<file path="src/rtl/d_sync_pkg.sv">
// Shared definitions for the bus/enable CDC launcher: FSM encoding and
// hold/gap timer sizing.
package d_sync_pkg;

  typedef logic [1:0] state_t;

  localparam state_t IDLE  = 2'd0;
  localparam state_t SETUP = 2'd1;
  localparam state_t HOLD  = 2'd2;
  localparam state_t GAP   = 2'd3;

  // Timer counts down from (cycles-1), so it needs enough bits for max-1.
  function automatic int cnt_width(input int hold_cycles, input int gap_cycles);
    int m;
    m = (hold_cycles > gap_cycles) ? hold_cycles : gap_cycles;
    return (m > 1) ? $clog2(m) : 1;
  endfunction

endpackage

</file>
<file path="src/rtl/d_sync_tx_fifo.sv">
// Single-clock input buffer for d_sync_tx; head word is read straight from
// the storage registers and retired by pop.
module d_sync_tx_fifo #(
  parameter  int WIDTH = 8,
  parameter  int DEPTH = 4,
  localparam int PTR_W = $clog2(DEPTH),
  localparam int CNT_W = $clog2(DEPTH) + 1
) (
  input  logic             clk,
  input  logic             rst,
  input  logic             push,
  input  logic [WIDTH-1:0] push_data,
  input  logic             pop,
  output logic [WIDTH-1:0] head,
  output logic [CNT_W-1:0] count,
  output logic             full,
  output logic             empty
);

  logic [WIDTH-1:0] mem [DEPTH];
  logic [PTR_W-1:0] wr_ptr;
  logic [PTR_W-1:0] rd_ptr;
  logic             do_push;
  logic             do_pop;

  assign full    = (count == CNT_W'(DEPTH));
  assign empty   = (count == '0);
  assign do_push = push && !full;
  assign do_pop  = pop && !empty;
  assign head    = mem[rd_ptr];

  always_ff @(posedge clk) begin
    if (do_push) mem[wr_ptr] <= push_data;
  end

  always_ff @(posedge clk) begin
    if (rst) begin
      wr_ptr <= '0;
      rd_ptr <= '0;
      count  <= '0;
    end else begin
      if (do_push) wr_ptr <= wr_ptr + PTR_W'(1);
      if (do_pop)  rd_ptr <= rd_ptr + PTR_W'(1);
      unique case ({do_push, do_pop})
        2'b10:   count <= count + CNT_W'(1);
        2'b01:   count <= count - CNT_W'(1);
        default: count <= count;
      endcase
    end
  end

endmodule

</file>
<file path="src/rtl/d_sync_tx.sv">
// Source-domain launcher for the bus/enable CDC scheme: buffers producer
// words and presents each one as SETUP, HOLD (enable high) and GAP phases.
module d_sync_tx #(
  parameter int BUS_WIDTH   = 8,
  parameter int FIFO_DEPTH  = 4,
  parameter int HOLD_CYCLES = 4,
  parameter int GAP_CYCLES  = 3
) (
  input  logic                         clk,
  input  logic                         rst,
  input  logic [BUS_WIDTH-1:0]         in_data,
  input  logic                         in_valid,
  output logic                         in_ready,
  output logic [BUS_WIDTH-1:0]         sync_data,
  output logic                         bus_enable,
  output logic                         busy,
  output logic [$clog2(FIFO_DEPTH):0]  fifo_count
);

  import d_sync_pkg::*;

  localparam int TMR_W = cnt_width(HOLD_CYCLES, GAP_CYCLES);

  state_t               state;
  logic [TMR_W-1:0]     timer;
  logic [BUS_WIDTH-1:0] head;
  logic                 fifo_full;
  logic                 fifo_empty;
  logic                 push;
  logic                 pop;

  assign in_ready = !fifo_full && !rst;
  assign push     = in_valid && in_ready;
  // A word is launched from IDLE or straight out of the final GAP cycle.
  assign pop      = !fifo_empty && ((state == IDLE) || ((state == GAP) && (timer == '0)));

  d_sync_tx_fifo #(
    .WIDTH (BUS_WIDTH),
    .DEPTH (FIFO_DEPTH)
  ) u_fifo (
    .clk       (clk),
    .rst       (rst),
    .push      (push),
    .push_data (in_data),
    .pop       (pop),
    .head      (head),
    .count     (fifo_count),
    .full      (fifo_full),
    .empty     (fifo_empty)
  );

  always_ff @(posedge clk) begin
    if (rst) begin
      state      <= IDLE;
      timer      <= '0;
      sync_data  <= '0;
      bus_enable <= 1'b0;
      busy       <= 1'b0;
    end else begin
      busy <= (state != IDLE) || !fifo_empty;
      unique case (state)
        IDLE: begin
          if (pop) begin
            sync_data <= head;
            state     <= SETUP;
          end
        end
        SETUP: begin
          state      <= HOLD;
          bus_enable <= 1'b1;
          timer      <= TMR_W'(HOLD_CYCLES - 1);
        end
        HOLD: begin
          if (timer == '0) begin
            state      <= GAP;
            bus_enable <= 1'b0;
            timer      <= TMR_W'(GAP_CYCLES - 1);
          end else begin
            timer <= timer - TMR_W'(1);
          end
        end
        GAP: begin
          if (timer == '0) begin
            if (pop) begin
              sync_data <= head;
              state     <= SETUP;
            end else begin
              state <= IDLE;
            end
          end else begin
            timer <= timer - TMR_W'(1);
          end
        end
        default: state <= IDLE;
      endcase
    end
  end

endmodule

</file>
<file path="config.mk">
export PLATFORM = sky130hd
export DESIGN_NAME = d_sync_tx
export DESIGN_NICKNAME = d
export VERILOG_FILES = /design/src/rtl/d_sync_pkg.sv /design/src/rtl/d_sync_tx_fifo.sv /design/src/rtl/d_sync_tx.sv
export SDC_FILE = /design/constraint.sdc
export NUM_CORES = 1
export LEC_CHECK = 0
export CELL_PAD_IN_SITES_DETAIL_PLACEMENT = 1
export CELL_PAD_IN_SITES_GLOBAL_PLACEMENT = 1
export CORE_MARGIN = 4
export CORE_UTILIZATION = 23
export DETAILED_ROUTE_END_ITERATION = 12
export PLACE_DENSITY = 0.52
export REMOVE_ABC_BUFFERS = 1
export SLEW_MARGIN = 0
export SYNTH_ARGS = -nofsm -noshare
export SYNTH_HDL_FRONTEND = slang
export SYNTH_SLANG_ARGS = --single-unit
</file>
<file path="constraint.sdc">
create_clock -name clk -period 3.9 [get_ports clk]
set_clock_uncertainty 0.2 [all_clocks]
set_input_delay 0.78 -clock clk [delete_from_list [all_inputs] [get_ports clk]]
set_output_delay 0.78 -clock clk [all_outputs]
set_load 0.01 [all_outputs]
</file>
==> results.rst <==
.. list-table::
   :header-rows: 1

   * - Metric
     - Value
   * - Result of the run
     - complete, no violations
   * - Die area
     - 0.0119 mm2
   * - Routed via count
     - 1403
   * - Number of max-slew violations in the final report
     - 0
   * - HPWL reported at the end of detailed placement
     - between 3 and 4 mm
   * - Unique cell type count in the Yosys netlist
     - 36
   * - Most area-consuming cells after synthesis
     - sky130_fd_sc_hd__edfxtp_1 (41%), sky130_fd_sc_hd__dfxtp_1 (20%), sky130_fd_sc_hd__mux4_2 (7.7%)
   * - Start-to-end type of the worst setup path
     - input port to output port
   * - Count of cells resized by post-cts repair
     - 0
   * - Clock insertion delay at the later pin of the skew report
     - 0.32 ns
   * - Library cell occupying the most area in the post-synthesis netlist
     - sky130_fd_sc_hd__edfxtp_1
   * - Dpl ws
     - 0.665 ns
   * - Number of synthesized flops with an enable pin
     - 32
   * - Top FF cell, synth
     - sky130_fd_sc_hd__edfxtp_1
   * - Die width
     - 109 um
   * - Crit path capture type
     - output port
   * - TritonCTS Sinks
     - 55
   * - Max-capacitance violation count
     - 0
   * - Effective utilization at floorplan
     - roughly a quarter
   * - Wire length on met1
     - 2.46 mm
   * - Cell area reported after detailed placement
     - approximately 0.0027 mm2
   * - Via count of the first global-routing pass
     - 1443
   * - Longest individual stage delay on the worst path
     - 0.53 ns
   * - Setup repair after global routing missed its margin
     - no
   * - Post-route insts no fill
     - 335
   * - Number of buffers between clock root and the deepest sink
     - 2
   * - Hold Vio Cnt, Final
     - 0
   * - Synthesis-to-layout area growth
     - 21.1%
   * - Vias per inst
     - 4.19
   * - Uppermost layer routed
     - met4
   * - Die extent in y
     - 109 um
   * - Overflow after GRT
     - 0
   * - Cell count after placement
     - 327
   * - RePlAce Congestion
     - 0.687
   * - Largest net degree at the start of global routing
     - 21
   * - Remaining max-slew budget at the tightest pin
     - 60.3%
   * - Critical Path, Cell by Cell
     - clkdlybuf4s50_1, buf_4, nor2_1, clkdlybuf4s50_1
   * - Cell at the root of the clock tree
     - sky130_fd_sc_hd__clkbuf_8
   * - Number of buffers and inverters on the critical path
     - 3
   * - Total number of nets in the final design
     - 225
   * - DRC viols
     - 0
   * - Number of core rows
     - 36
   * - Proportion of register bits with asynchronous set or reset after synthesis
     - 0%
   * - Worst path slowest cell
     - sky130_fd_sc_hd__clkdlybuf4s50_1
   * - Static leakage
     - ~0.95 nW
   * - Number of antenna violations at the first check in global routing
     - 0
   * - Cell with the most instances after synthesis
     - sky130_fd_sc_hd__edfxtp_1
   * - Register bit count reported by yosys
     - 55
   * - Core ar.
     - 0.00986 mm2
   * - Type of the tightest min-delay check
     - flop to flop
   * - Synthesized cell area
     - approximately 0.0023 mm2
   * - Port buffer count
     - 24
   * - First-pass GRT wire length
     - approximately 7.7 mm
   * - Total met3 wirelength after detailed routing
     - around 150 um
   * - Top Family by Delay on Critical Path
     - buffers and inverters
   * - Highest net fanout along the worst path
     - 12
   * - Post-synthesis cell count
     - 174
   * - Post-detailed-routing wire length
     - 4.87 mm
   * - Sequential area share after synthesis
     - 60.7%
   * - Number of clock buffers inserted by TritonCTS
     - 5
   * - Setup-violating endpoint count in the final report
     - 0
   * - Mapped Avg Cell Area
     - between 10 and 15 um2
   * - Top-level I/O count
     - 25
   * - Transition time of the tightest slew-check pin
     - 0.578 ns
   * - Crit share post-route
     - 77.8%
   * - Final setup slack of the worst path
     - 0.866 ns
   * - Buffer count from post-CTS setup fixing
     - 0
   * - Final core utilization
     - 28.7%
   * - List of most frequent post-synthesis cells
     - sky130_fd_sc_hd__edfxtp_1 (32), sky130_fd_sc_hd__dfxtp_1 (23), sky130_fd_sc_hd__a21oi_1 (17), sky130_fd_sc_hd__inv_1 (13), sky130_fd_sc_hd__ha_1 (12)
   * - Highest attainable clock frequency
     - 330 MHz
   * - Routed met2 length
     - 2.19 mm
   * - Detailed router's first-iteration violation count
     - between 40 and 50
   * - Post-route ant nets
     - 0
   * - Ratio of cells with drive above 1 in the final layout
     - approximately 13%
   * - H-tree levels
     - 2
   * - CP arrival
     - 2.05 ns
   * - Final min period
     - 3.03 ns
   * - Number of buffers inserted by hold repair at cts
     - 0
   * - Gr usage total
     - under 10%
   * - CP dominant cell by count
     - sky130_fd_sc_hd__clkdlybuf4s50_1
   * - Peak supply drop
     - 0.000202 V
   * - Ant. Diodes
     - 0
   * - Top cell type's share of synthesized area
     - between 40 and 50%
   * - Yosys Warn Count
     - 0
   * - CTS tree
     - built
   * - Post-route cell area
     - 0.00284 mm2
   * - Routed wire length per instance
     - 14.5 um
   * - Sum of negative setup slack
     - 0 ns
   * - Worst Path Required
     - 2.92 ns
   * - Worst Setup Start Kind
     - input port
   * - PD cells
     - 692 mW/mm2
   * - DR pass1 iterations
     - 4
   * - Register clock-pin slew on the reported worst setup and hold paths
     - 0.10 ns
worst register-to-register path, stage by stage, from the launching register on:
cell and delay [ns]:
sky130_fd_sc_hd__dfxtp_1 0.40, sky130_fd_sc_hd__ha_1 0.36, sky130_fd_sc_hd__a21oi_2 0.20, sky130_fd_sc_hd__nor2_1 0.16, sky130_fd_sc_hd__ha_1 0.19, sky130_fd_sc_hd__inv_1 0.06, sky130_fd_sc_hd__fa_1 0.37, sky130_fd_sc_hd__xor2_1 0.16
sky130_fd_sc_hd__or3_1 0.32, sky130_fd_sc_hd__a21oi_1 0.14
path summary, 6_finish.rpt:
path	start	endpoint	slack (ns)	cells after the start
max	rst	in_ready	0.87	4
min	sync_data[5]$_SDFFE_PP0P_	sync_data[5]$_SDFFE_PP0P_	0.28	2
min reg2reg	sync_data[5]$_SDFFE_PP0P_	sync_data[5]$_SDFFE_PP0P_	0.28	2
max reg2reg	state[1]$_SDFFE_PP0P_	u_fifo.count[2]$_SDFFE_PP0P_	1.28	9
stage by stage:
step / hold slack (ns) / power [mW]
6_report: 0.285 / 1.96
5_1_grt: 0.318 / 2.12
4_1_cts: 0.288 / 2.00
3_5_place_dp: 0.273 / 1.65
3_3_place_gp: 0.267 / 1.64
2_1_floorplan: 0.243 / 1.33
state kept, by name, summed over array words and instances, names as in the netlist, named ones only:
register,cells
u_fifo.rd_ptr,2
sync_data,8
timer,2
u_fifo.mem,32
busy,1
u_fifo.count,3
bus_enable,1
u_fifo.wr_ptr,2
state,2
logic make-up (layout without fill, tap and decap cells):
group | Yosys count | count (layout) | synth area share, %
mux | 13 | 13 | 9.94
xor+xnor | 2 | 2 | 0.748
compound gates | 37 | 37 | 9.57
buf+inv | 20 | 48 | 3.47
flops | 55 | 55 | 60.7
fa+ha+maj | 13 | 13 | 7.27
simple gates | 34 | 34 | 8.28
per-layer routing:
layer,up-vias,GRT usage [%]
li1,697,-
met1,677,11.8
met2,24,13.2
met3,5,2.07
met4,0,2.98
met5,-,0
final cells by class:
type,instances,area [um2]
clock buffer,5,68.8
clock inverter,3,28.8
fill,1069,7030
inverter,13,48.8
multi-input combinational,99,838
sequential,55,1420
tap,133,166
timing repair buffer,27,263
power by group:
group / switching [mW] / internal [mW]
combinational: 0.414 / 0.376
sequential: 0.103 / 0.728
clock: 0.206 / 0.135
total: 0.723 / 1.24
cells in the final DEF (no fill, tap or decap), drive strengths merged, types with 2 or more instances in the layout:
| cell type | netlist | routed |
|---|---|---|
| mux2i | 3 | 3 |
| nor3b | 2 | 2 |
| or3 | 3 | 3 |
| o31ai | 2 | 2 |
| a21oi | 18 | 18 |
| dfxtp | 23 | 23 |
| mux4 | 8 | 8 |
| inv | 13 | 15 |
| clkbuf | 4 | 5 |
| clkdlybuf4s50 | 0 | 24 |
| mux2 | 2 | 2 |
| nand3 | 9 | 9 |
| edfxtp | 32 | 32 |
| nor2 | 8 | 8 |
| nand2 | 2 | 2 |
| ha | 12 | 12 |
| buf | 3 | 3 |
| xor2 | 2 | 2 |
| and2 | 4 | 4 |
| o21ai | 10 | 10 |
| nor2b | 2 | 2 |
Power figures use the tool's default switching activity.
